### config.mk
export PLATFORM = sky130hd
export DESIGN_NAME = fifo_flags_flat
export DESIGN_NICKNAME = d
export VERILOG_FILES = /design/src/rtl/fifo_flags_pkg.sv /design/src/rtl/fifo_flags_if.sv /design/src/rtl/fifo_flags_mem.sv /design/src/rtl/fifo_flags.sv /design/src/flat_wrapper.sv
export SDC_FILE = /design/constraint.sdc
export NUM_CORES = 1
export LEC_CHECK = 0
export ABC_AREA = 1
export BUFFER_PORTS_ARGS = -buffer_cell sky130_fd_sc_hd__buf_2
export CELL_PAD_IN_SITES_DETAIL_PLACEMENT = 1
export CELL_PAD_IN_SITES_GLOBAL_PLACEMENT = 1
export CORE_ASPECT_RATIO = 1.75
export CORE_MARGIN = 3
export CORE_UTILIZATION = 43
export CTS_BUF_LIST = sky130_fd_sc_hd__clkbuf_8
export CTS_CLUSTER_DIAMETER = 100
export DETAILED_ROUTE_END_ITERATION = 6
export PLACE_DENSITY_LB_ADDON = 0.1
export SKIP_CTS_REPAIR_TIMING = 1
export SLEW_MARGIN = 25
export SYNTH_ARGS = -nofsm -noshare
export SYNTH_HDL_FRONTEND = slang
export SYNTH_SLANG_ARGS = --single-unit
### constraint.sdc
create_clock -name clk_i -period 1.85 [get_ports clk_i]
set_input_delay 0 -clock clk_i [delete_from_list [all_inputs] [get_ports clk_i]]
set_output_delay 0 -clock clk_i [all_outputs]
set_load 0.03 [all_outputs]
### src/rtl/fifo_flags_pkg.sv
// Shared sizing helpers and read-mode constants for the flagged FIFO.
// Imported by the interface, memory and top-level files.
package fifo_pkg;

   typedef enum logic {
      FIFO_NORMAL    = 1'b0,
      FIFO_SHOWAHEAD = 1'b1
   } fifo_mode_e;

   localparam int FIFO_DEFAULT_WIDTH     = 8;
   localparam int FIFO_DEFAULT_DEPTH_BIT = 3;

   function automatic int depth_of(input int depth_bit);
      return 1 << depth_bit;
   endfunction

   // Occupancy must represent DEPTH itself, hence one bit wider than a pointer.
   function automatic int usedw_width(input int depth_bit);
      return depth_bit + 1;
   endfunction

endpackage

### src/rtl/fifo_flags_if.sv
// Producer/consumer side of the flagged FIFO; master drives requests, slave is the FIFO.
interface fifo_flags_if
   import fifo_pkg::*;
#(
   parameter int WIDTH     = FIFO_DEFAULT_WIDTH,
   parameter int DEPTH_BIT = FIFO_DEFAULT_DEPTH_BIT
);

   logic [WIDTH-1:0]   wr_data_i;
   logic               wr_req_i;
   logic               rd_req_i;
   logic [WIDTH-1:0]   rd_data_o;
   logic               full_o;
   logic               empty_o;
   logic               almost_full_o;
   logic               almost_empty_o;
   logic [DEPTH_BIT:0] usedw_o;
   logic               overflow_o;
   logic               underflow_o;

   modport master (
      output wr_data_i, wr_req_i, rd_req_i,
      input  rd_data_o, full_o, empty_o, almost_full_o, almost_empty_o,
             usedw_o, overflow_o, underflow_o
   );

   modport slave (
      input  wr_data_i, wr_req_i, rd_req_i,
      output rd_data_o, full_o, empty_o, almost_full_o, almost_empty_o,
             usedw_o, overflow_o, underflow_o
   );

endinterface

### src/rtl/fifo_flags_mem.sv
// Simple dual-port register array: synchronous write, combinational read.
// Contents are deliberately never reset.
module fifo_mem
   import fifo_pkg::*;
#(
   parameter int WIDTH     = FIFO_DEFAULT_WIDTH,
   parameter int DEPTH_BIT = FIFO_DEFAULT_DEPTH_BIT
) (
   input  logic                 clk_i,
   input  logic                 we_i,
   input  logic [DEPTH_BIT-1:0] waddr_i,
   input  logic [WIDTH-1:0]     wdata_i,
   input  logic [DEPTH_BIT-1:0] raddr_i,
   output logic [WIDTH-1:0]     rdata_o
);

   localparam int DEPTH = depth_of(DEPTH_BIT);

   logic [WIDTH-1:0] mem [DEPTH];

   always_ff @(posedge clk_i) begin
      if (we_i) begin
         mem[waddr_i] <= wdata_i;
      end
   end

   assign rdata_o = mem[raddr_i];

endmodule

### src/rtl/fifo_flags.sv
// Single-clock FIFO with occupancy count, almost-full/empty thresholds,
// overflow/underflow pulses and optional show-ahead read.
module fifo_flags
   import fifo_pkg::*;
#(
   parameter int WIDTH      = FIFO_DEFAULT_WIDTH,
   parameter int DEPTH_BIT  = FIFO_DEFAULT_DEPTH_BIT,
   parameter int SHOWAHEAD  = int'(FIFO_NORMAL),
   parameter int AFULL_LVL  = depth_of(DEPTH_BIT) - 1,
   parameter int AEMPTY_LVL = 1
) (
   input  logic         clk_i,
   input  logic         rst_i,
   fifo_flags_if.slave  bus
);

   localparam int               DEPTH    = depth_of(DEPTH_BIT);
   localparam int               UW       = usedw_width(DEPTH_BIT);
   localparam logic [UW-1:0]    DEPTH_U  = UW'(DEPTH);
   localparam logic [UW-1:0]    AFULL_U  = UW'(AFULL_LVL);
   localparam logic [UW-1:0]    AEMPTY_U = UW'(AEMPTY_LVL);

   logic [DEPTH_BIT-1:0] wr_ptr;
   logic [DEPTH_BIT-1:0] rd_ptr;
   logic [UW-1:0]        usedw;
   logic                 full;
   logic                 empty;
   logic                 rd_ok;
   logic                 wr_ok;
   logic                 overflow;
   logic                 underflow;
   logic [WIDTH-1:0]     mem_rdata;

   // Flags come only from the registered count, never from pointer compares.
   assign full  = (usedw == DEPTH_U);
   assign empty = (usedw == '0);

   // A read frees a slot in the same cycle, so a write at full is still taken.
   assign rd_ok = bus.rd_req_i && !empty;
   assign wr_ok = bus.wr_req_i && (!full || bus.rd_req_i);

   always_ff @(posedge clk_i) begin
      if (rst_i) begin
         wr_ptr    <= '0;
         rd_ptr    <= '0;
         usedw     <= '0;
         overflow  <= 1'b0;
         underflow <= 1'b0;
      end else begin
         if (wr_ok) begin
            wr_ptr <= wr_ptr + 1'b1;
         end
         if (rd_ok) begin
            rd_ptr <= rd_ptr + 1'b1;
         end
         case ({wr_ok, rd_ok})
            2'b10:   usedw <= usedw + 1'b1;
            2'b01:   usedw <= usedw - 1'b1;
            default: usedw <= usedw;
         endcase
         overflow  <= bus.wr_req_i && !wr_ok;
         underflow <= bus.rd_req_i && !rd_ok;
      end
   end

   fifo_mem #(
      .WIDTH     (WIDTH),
      .DEPTH_BIT (DEPTH_BIT)
   ) u_mem (
      .clk_i   (clk_i),
      .we_i    (wr_ok && !rst_i),
      .waddr_i (wr_ptr),
      .wdata_i (bus.wr_data_i),
      .raddr_i (rd_ptr),
      .rdata_o (mem_rdata)
   );

   generate
      if (SHOWAHEAD == int'(FIFO_SHOWAHEAD)) begin : g_showahead
         assign bus.rd_data_o = mem_rdata;
      end else begin : g_normal
         logic [WIDTH-1:0] rd_data_q;

         always_ff @(posedge clk_i) begin
            if (rst_i) begin
               rd_data_q <= '0;
            end else if (rd_ok) begin
               rd_data_q <= mem_rdata;
            end
         end

         assign bus.rd_data_o = rd_data_q;
      end
   endgenerate

   assign bus.full_o         = full;
   assign bus.empty_o        = empty;
   assign bus.almost_full_o  = (usedw >= AFULL_U);
   assign bus.almost_empty_o = (usedw <= AEMPTY_U);
   assign bus.usedw_o        = usedw;
   assign bus.overflow_o     = overflow;
   assign bus.underflow_o    = underflow;

endmodule

### src/flat_wrapper.sv
// flat-port wrapper written by rule: the top's interface ports become plain ports
module fifo_flags_flat import fifo_pkg::*;
#(
   parameter int WIDTH      = FIFO_DEFAULT_WIDTH,
   parameter int DEPTH_BIT  = FIFO_DEFAULT_DEPTH_BIT,
   parameter int SHOWAHEAD  = int'(FIFO_NORMAL),
   parameter int AFULL_LVL  = depth_of(DEPTH_BIT) - 1,
   parameter int AEMPTY_LVL = 1
)
  (clk_i, rst_i, bus_wr_data_i, bus_wr_req_i, bus_rd_req_i, bus_rd_data_o, bus_full_o, bus_empty_o, bus_almost_full_o, bus_almost_empty_o, bus_usedw_o, bus_overflow_o, bus_underflow_o);
  fifo_flags_if #(.WIDTH(WIDTH), .DEPTH_BIT(DEPTH_BIT)) bus_i ();
  input  logic clk_i;
  input  logic rst_i;
  input wire logic [$bits(bus_i.wr_data_i)-1:0] bus_wr_data_i;
  input wire logic [$bits(bus_i.wr_req_i)-1:0] bus_wr_req_i;
  input wire logic [$bits(bus_i.rd_req_i)-1:0] bus_rd_req_i;
  output wire logic [$bits(bus_i.rd_data_o)-1:0] bus_rd_data_o;
  output wire logic [$bits(bus_i.full_o)-1:0] bus_full_o;
  output wire logic [$bits(bus_i.empty_o)-1:0] bus_empty_o;
  output wire logic [$bits(bus_i.almost_full_o)-1:0] bus_almost_full_o;
  output wire logic [$bits(bus_i.almost_empty_o)-1:0] bus_almost_empty_o;
  output wire logic [$bits(bus_i.usedw_o)-1:0] bus_usedw_o;
  output wire logic [$bits(bus_i.overflow_o)-1:0] bus_overflow_o;
  output wire logic [$bits(bus_i.underflow_o)-1:0] bus_underflow_o;
  assign bus_i.wr_data_i = bus_wr_data_i;
  assign bus_i.wr_req_i = bus_wr_req_i;
  assign bus_i.rd_req_i = bus_rd_req_i;
  assign bus_rd_data_o = bus_i.rd_data_o;
  assign bus_full_o = bus_i.full_o;
  assign bus_empty_o = bus_i.empty_o;
  assign bus_almost_full_o = bus_i.almost_full_o;
  assign bus_almost_empty_o = bus_i.almost_empty_o;
  assign bus_usedw_o = bus_i.usedw_o;
  assign bus_overflow_o = bus_i.overflow_o;
  assign bus_underflow_o = bus_i.underflow_o;
  fifo_flags #(.WIDTH(WIDTH), .DEPTH_BIT(DEPTH_BIT), .SHOWAHEAD(SHOWAHEAD), .AFULL_LVL(AFULL_LVL), .AEMPTY_LVL(AEMPTY_LVL)) u_core (.clk_i(clk_i), .rst_i(rst_i), .bus(bus_i));
endmodule
==> impl_results.md, run 1 <==
- Status: finished, final reports clean
- Number of global-route vias before repair: 2721
- Leading cell type in the layout, fill and taps excluded: nand2_1
- Crit Path Max Fanout: 5
- Critical R2R Launch: u_core.bus.usedw_o[0]
- Vias/cell: 5.04
- Routability cong.: 0.880
- Final ANT Viol Nets: 0
- Reg-to-reg slack, setup: 0.08 ns
- Sequential share of the synthesized area: 63.6%
- Area of the core: 0.00807 sq mm
- Global route overflow: 0
- Maximum root-to-sink buffer count: 2
- 1st-iter DRT viols: 200
- Pwr Density: 1260 mW/mm^2
- Total GRT Usage: 20.1%
- Largest net degree at the start of global routing: 35
- Mapped cell area: 0.00365 sq mm
- Die Area: 0.00968 sq mm
- Critical path class: reg2reg
- Top delay family on crit path: simple AND/OR/NAND/NOR gates
- Final nets: 447
- Largest family of logic cells by synthesized area: simple AND/OR/NAND/NOR gates
- Mux cell area share after synthesis: 0%
- Final-report setup violation count: 0
- Synth Area in Simple Gates: 20.1%
- Avg Cell Area, Syn: 9.84 sq um
- Clock transition at path regs: 0.09 ns
- Ports: 30
- CP bufs+invs: 2
- Cells along the critical path: inv_2, ha_4, nand3_2, nand2_4, inv_4, ha_2, nor2_2, nand4_1, nand2_1, o21ai_0, a21oi_1
- Post-synthesis register bit count: 84
- Worst vdd ir: 0.847 mV
- Final clock skew: 0.0134 ns
- WP data required: 2.14 ns
- Worst R2R End: u_core.bus.usedw_o[3]
- N_diodes: 0
- Site Rows: 43
- Clock Latency Late Sink: 0.37 ns
- Share of the synthesized area in the top cell type: 52.6%
- CP arrival: 2.06 ns
- Synth Area in Compound Gates: 3.91%
- Final Hold Vio Count: 0
- Routed vias: 2642
- Crit path launch type: flop
- # Max-Cap Violations: 0
- Final HPWL DP: 6190 um
- Port Buf Inserts: 29
- Crit end category: flop
- Routed WL per cell: 16.7 um
- Hold wc startpoint: rst_i
- # clock sinks: 84
- Commonest cells after routing, fill and taps aside: 97 x nand2_1, 64 x edfxtp_1, 61 x inv_1
- Pleak: 0.00192 uW
- Endpoint, Worst Hold: u_core.bus.rd_data_o[5]
- Die width: 75.7 um
- Adder-cell area share of the yosys netlist: 2.06%
- Actual slew at the worst max-slew pin: 0.369 ns
- Max Slew Vio Count: 0
- Fmax: 564 MHz
- Netlist cell types: 25
- Final Cycle Share: 95.8%
- Reg2Reg Depth: 11
- Fin Setup TNS: 0 ns
- Global-route wire length before repair: 13800 um
- Layout area overhead: 20.5%
- Final Core Density: 54.5%
- Pre-Repair DR Iteration Count: 4
- Initial Util: 45.3%
- Antenna violations before repair: 0
- Slowest CP cell: dfxtp_4
- Hold Path Class: in2reg
- Top cells by area, synth: edfxtp_1 53%, dfxtp_1 11%, nand2_1 10%, nand3_1 6.9%, inv_1 6.4%
- CTS tree: built
- Drt total wl: 8740 um
- Syn Nets: 389
- CTS Buf Count: 9
- DRC: 0
- H-tree depth reported by CTS: 3
- Root buffer cell: clkbuf_8
- Fin crit period: 1.77 ns
- RSZ-0062 raised after global routing: yes
- Yosys top cell by area: edfxtp_1
- Die height: 128 um
- Crit path largest cell delay: 0.35 ns
- Share of layout cells above drive strength 1: 20.5%
- Fin cells: 524
- Worst Hold Depth: 2
- Ys Warns: 0
- Max_slew headroom: 75.4%
- Cell count after synthesis: 371
- Synth Area in XOR/XNOR: 0.240%
- Placed insts: 496
==> final cells by class <==
type,count,area (sq um)
Tap cell,90,113
Sequential cell,84,2330
Fill cell,895,3670
Clock buffer,9,124
Timing Repair Buffer,60,453
Multi-Input combinational cell,207,1000
Clock inverter,7,116
Inverter,67,259
==> synth_stat cells, drive strengths merged <==
cell type  number
nand2          99
inv            66
edfxtp         64
nand3          51
dfxtp          20
a21oi          17
nor2           15
buf            12
o21ai          10
ha              6
nand4           3
nor3            3
and3            1
clkbuf          1
clkinv          1
o21a            1
xor2            1
==> flip-flops by register name, indices dropped and copies added (netlist names) <==
name	count
u_core.bus.rd_data_o	8
u_core.bus.overflow_o	1
u_core.rd_ptr	3
u_core.bus.underflow_o	1
u_core.wr_ptr	3
u_core.u_mem.mem	64
u_core.bus.usedw_o	4
==> kinds of logic after synthesis <==
group,count (synthesis)
AND/OR/NAND/NOR,172
adder cells (fa/ha/maj),6
buffers and inverters,80
flip-flops,84
AO/OA/AOI/OAI,28
XOR/XNOR,1
==> worst max-delay path by stage <==
stage / from / to / slack, ns / cells after the start
after floorplan: u_core.bus.usedw_o[0] / u_core.bus.usedw_o[3] / 0.009 / 10
after global placement: u_core.bus.usedw_o[0] / u_core.bus.usedw_o[3] / 0.04 / 10
after detailed placement: u_core.bus.usedw_o[0] / u_core.bus.usedw_o[3] / -0.06 / 10
after CTS: u_core.bus.usedw_o[0] / u_core.bus.usedw_o[3] / -0.08 / 11
after global routing: u_core.bus.usedw_o[1] / u_core.bus.usedw_o[3] / -0.05 / 10
final: u_core.bus.usedw_o[0] / u_core.bus.usedw_o[3] / 0.08 / 11
==> power by group <==
part	internal [uW]	leakage, uW	switching (uW)
clock	890	0.000113	659
sequential	2160	0.000744	99.4
combinational	564	0.00107	1150
==> through the flow <==
stage	setup WS, ns	power [uW]	cell area [sq um]	hold slack [ns]
2_1_floorplan	0.00865	3480	3680	0.0989
3_3_place_gp	0.0442	3930	4020	0.270
3_5_place_dp	-0.0602	3950	4020	0.282
4_1_cts	-0.0838	5490	4260	-0.111
5_1_grt	-0.0455	5860	4400	0.00632
6_report	0.0772	5530	4400	0.00651
==> layer usage <==
metal | GRT usage, % | vias up | share of wire, %
li1 | - | 1314 | -
met1 | 22.0 | 1245 | 38
met2 | 34.6 | 61 | 54
met3 | 5.81 | 22 | 4.1
met4 | 9.47 | 0 | 3.8
met5 | 0 | - | 0
Power figures use the tool's default switching activity.
==> inputs of run 2 (changes only) <==
- MAX_ROUTING_LAYER: not set -> met4
- PLACE_DENSITY: not set -> 0.79
- PLACE_DENSITY_LB_ADDON: 0.1 -> not set
==> run 2 against run 1 <==
  * Register-to-register slack about the same
  * Non-clock buffer count shrank 3
  * Total power decreased by 8.8%
  * Count of clock-buffer cells in the layout grew 1
  * Critical path depth shrank 2
  * Sequential power barely moved
  * Via count rose by 2.3%
  * Maximum frequency barely moved
  * Flip-flop and latch count is the same
  * Final area down 3.0%
  * Worst hold slack better by 0.013 ns
==> impl_results.md, run 2 (synthesized netlist as in run 1, its figures left out) <==
- Vias/cell: 5.19
- H-tree depth reported by CTS: 3
- Die height: 128 um
- Largest register FFs: 64
- Largest net degree at the start of global routing: 35
- Routed vias: 2702
- Routed WL per cell: 16.7 um
- Antenna violations before repair: 0
- Layout area overhead: 16.9%
- Final Hold Vio Count: 0
- Clock transition at path regs: 0.08 ns
- Commonest cells after routing, fill and taps aside: 95 x nand2_1, 64 x inv_1, 64 x edfxtp_1
- Sw Ratio: 36.2%
- Final nets: 444
- Drt total wl: 8680 um
- Initial Util: 45.3%
- Met1 WL: 3210 um
- Pre-CTS setup slack: -0.0866 ns
- Actual slew at the worst max-slew pin: 0.345 ns
- CTS Buf Count: 9
- Status: finished, final reports clean
- Site Rows: 43
- Max Slew Vio Count: 0
- Maximum root-to-sink buffer count: 2
- Global route overflow: 0
- Max_slew headroom: 76.9%
- Fin crit period: 1.77 ns
- Clock Latency Late Sink: 0.36 ns
- Total GRT Usage: 19.8%
- Reg power frac: 44.8%
- N_diodes: 0
- CTS tree: built
- Port Buf Inserts: 29
- Final WS setup: 0.0782 ns
- Global-route wire length before repair: 13300 um
- Pwr Density: 1180 mW/mm^2
- # clock sinks: 84
- Pleak: 0.00188 uW
- Final Cycle Share: 95.8%
- Leading cell type in the layout, fill and taps excluded: nand2_1
- Cells along the critical path: inv_1, ha_4, nand4_1, nand2_2, ha_4, a21oi_1, o21ai_0, o21ai_0, a21oi_1
- Die width: 75.7 um
- Final-report setup violation count: 0
- Worst vdd ir: 0.875 mV
- Crit Path Max Fanout: 5
- Crit path largest cell delay: 0.34 ns
- Final HPWL DP: 6210 um
- Met2 routed WL: 4970 um
- Final clock skew: 0.0176 ns
- Share of power burned in the clock network: 21.8%
- Pint: 3220 uW
- Met3 wire len: 311 um
- Tot Pwr: 5040 uW
- Crit end category: flop
- WP data required: 2.10 ns
- 1st-iter DRT viols: 125
- Ports: 30
- Comb pwr share: 33.4%
- CP arrival: 2.03 ns
- Total net switching power: 1820 uW
- Root buffer cell: clkbuf_8
- Number of global-route vias before repair: 2787
- DRC: 0
- Routability cong.: 0.846
- # Max-Cap Violations: 0
- Area of the core: 0.00807 sq mm
- Final ANT Viol Nets: 0
- Slowest CP cell: dfxtp_4
- Crit path launch type: flop
- Most flops, register: u_core.u_mem.mem
- Fmax: 564 MHz
- Die Area: 0.00968 sq mm
- Share of layout cells above drive strength 1: 19.5%
- Pre-Repair DR Iteration Count: 4
- Critical path class: reg2reg
- Hold Path Class: in2reg
- Max Used Layer: met4
-- run 2: changes by cell type in the layout (fill, tap and decap cells not counted), moves of 2 or more --
cell,previous run,this run
inv_1,61,64
clkinvlp_4,3,0
nand2_1,97,95
clkinv_2,0,3
bufinv_16,3,0
nand2_2,1,4
buf_12,4,0
-- run 2: worst paths after layout --
| check | start | to | slack [ns] | cells past startpoint |
|---|---|---|---|---|
| setup / recovery | u_core.bus.usedw_o[0] | u_core.bus.usedw_o[2] | 0.08 | 9 |
| hold / removal | rst_i | u_core.bus.rd_data_o[7] | 0.02 | 2 |
| setup reg to reg | u_core.bus.usedw_o[0] | u_core.bus.usedw_o[2] | 0.08 | 9 |
| hold reg to reg | u_core.bus.rd_data_o[4] | u_core.bus.rd_data_o[4] | 0.46 | 2 |
-- run 2: layer usage --
layer	global-route usage (%)	vias to the layer above
met5	-	-
met4	10.5	0
met3	3.92	19
met2	34.7	75
met1	19.8	1298
li1	-	1310
-- run 2: critical path, delay by kind of cell (launching register included) --
| family | cells | cell delay [ns] |
|---|---|---|
| AOI/OAI and AO/OA | 4 | 0.48 |
| DFF | 1 | 0.34 |
| buffers and inverters | 1 | 0.11 |
| adders and majority gates | 2 | 0.41 |
| and+or+nand+nor | 2 | 0.34 |
-- run 2: area by class of cell --
class	instances	area [sq um]
Sequential cell	84	2330
Clock buffer	10	138
Clock inverter	6	26.3
Timing Repair Buffer	57	384
Fill cell	942	3800
Multi-Input combinational cell	207	1020
Tap cell	90	113
Inverter	67	259
-- run 2: stage by stage --
| step | hold slack, ns | cell area [sq um] | cells | setup TNS, ns | util [%] |
|---|---|---|---|---|---|
| 6_report | 0.0191 | 4270 | 521 | 0 | 52.9 |
| 5_1_grt | 0.0170 | 4270 | 521 | -0.180 | 52.9 |
| 3_5_place_dp | 0.274 | 3960 | 495 | -0.125 | 49.1 |
| 2_1_floorplan | 0.0989 | 3680 | 371 | 0 | - |
| 4_1_cts | -0.120 | 4130 | 511 | -0.133 | 51.1 |
| 3_3_place_gp | 0.272 | 3960 | 495 | 0 | 49.1 |
-- run 2: power by group through the flow --
stage                     logic, uW  clock network (uW)  registers, uW
after floorplan                1030                   0           2450
after global placement         1550                   0           2290
after detailed placement       1600                   0           2300
after CTS                      1610                1130           2260
after global routing           1870                1190           2280
final                          1680                1100           2260
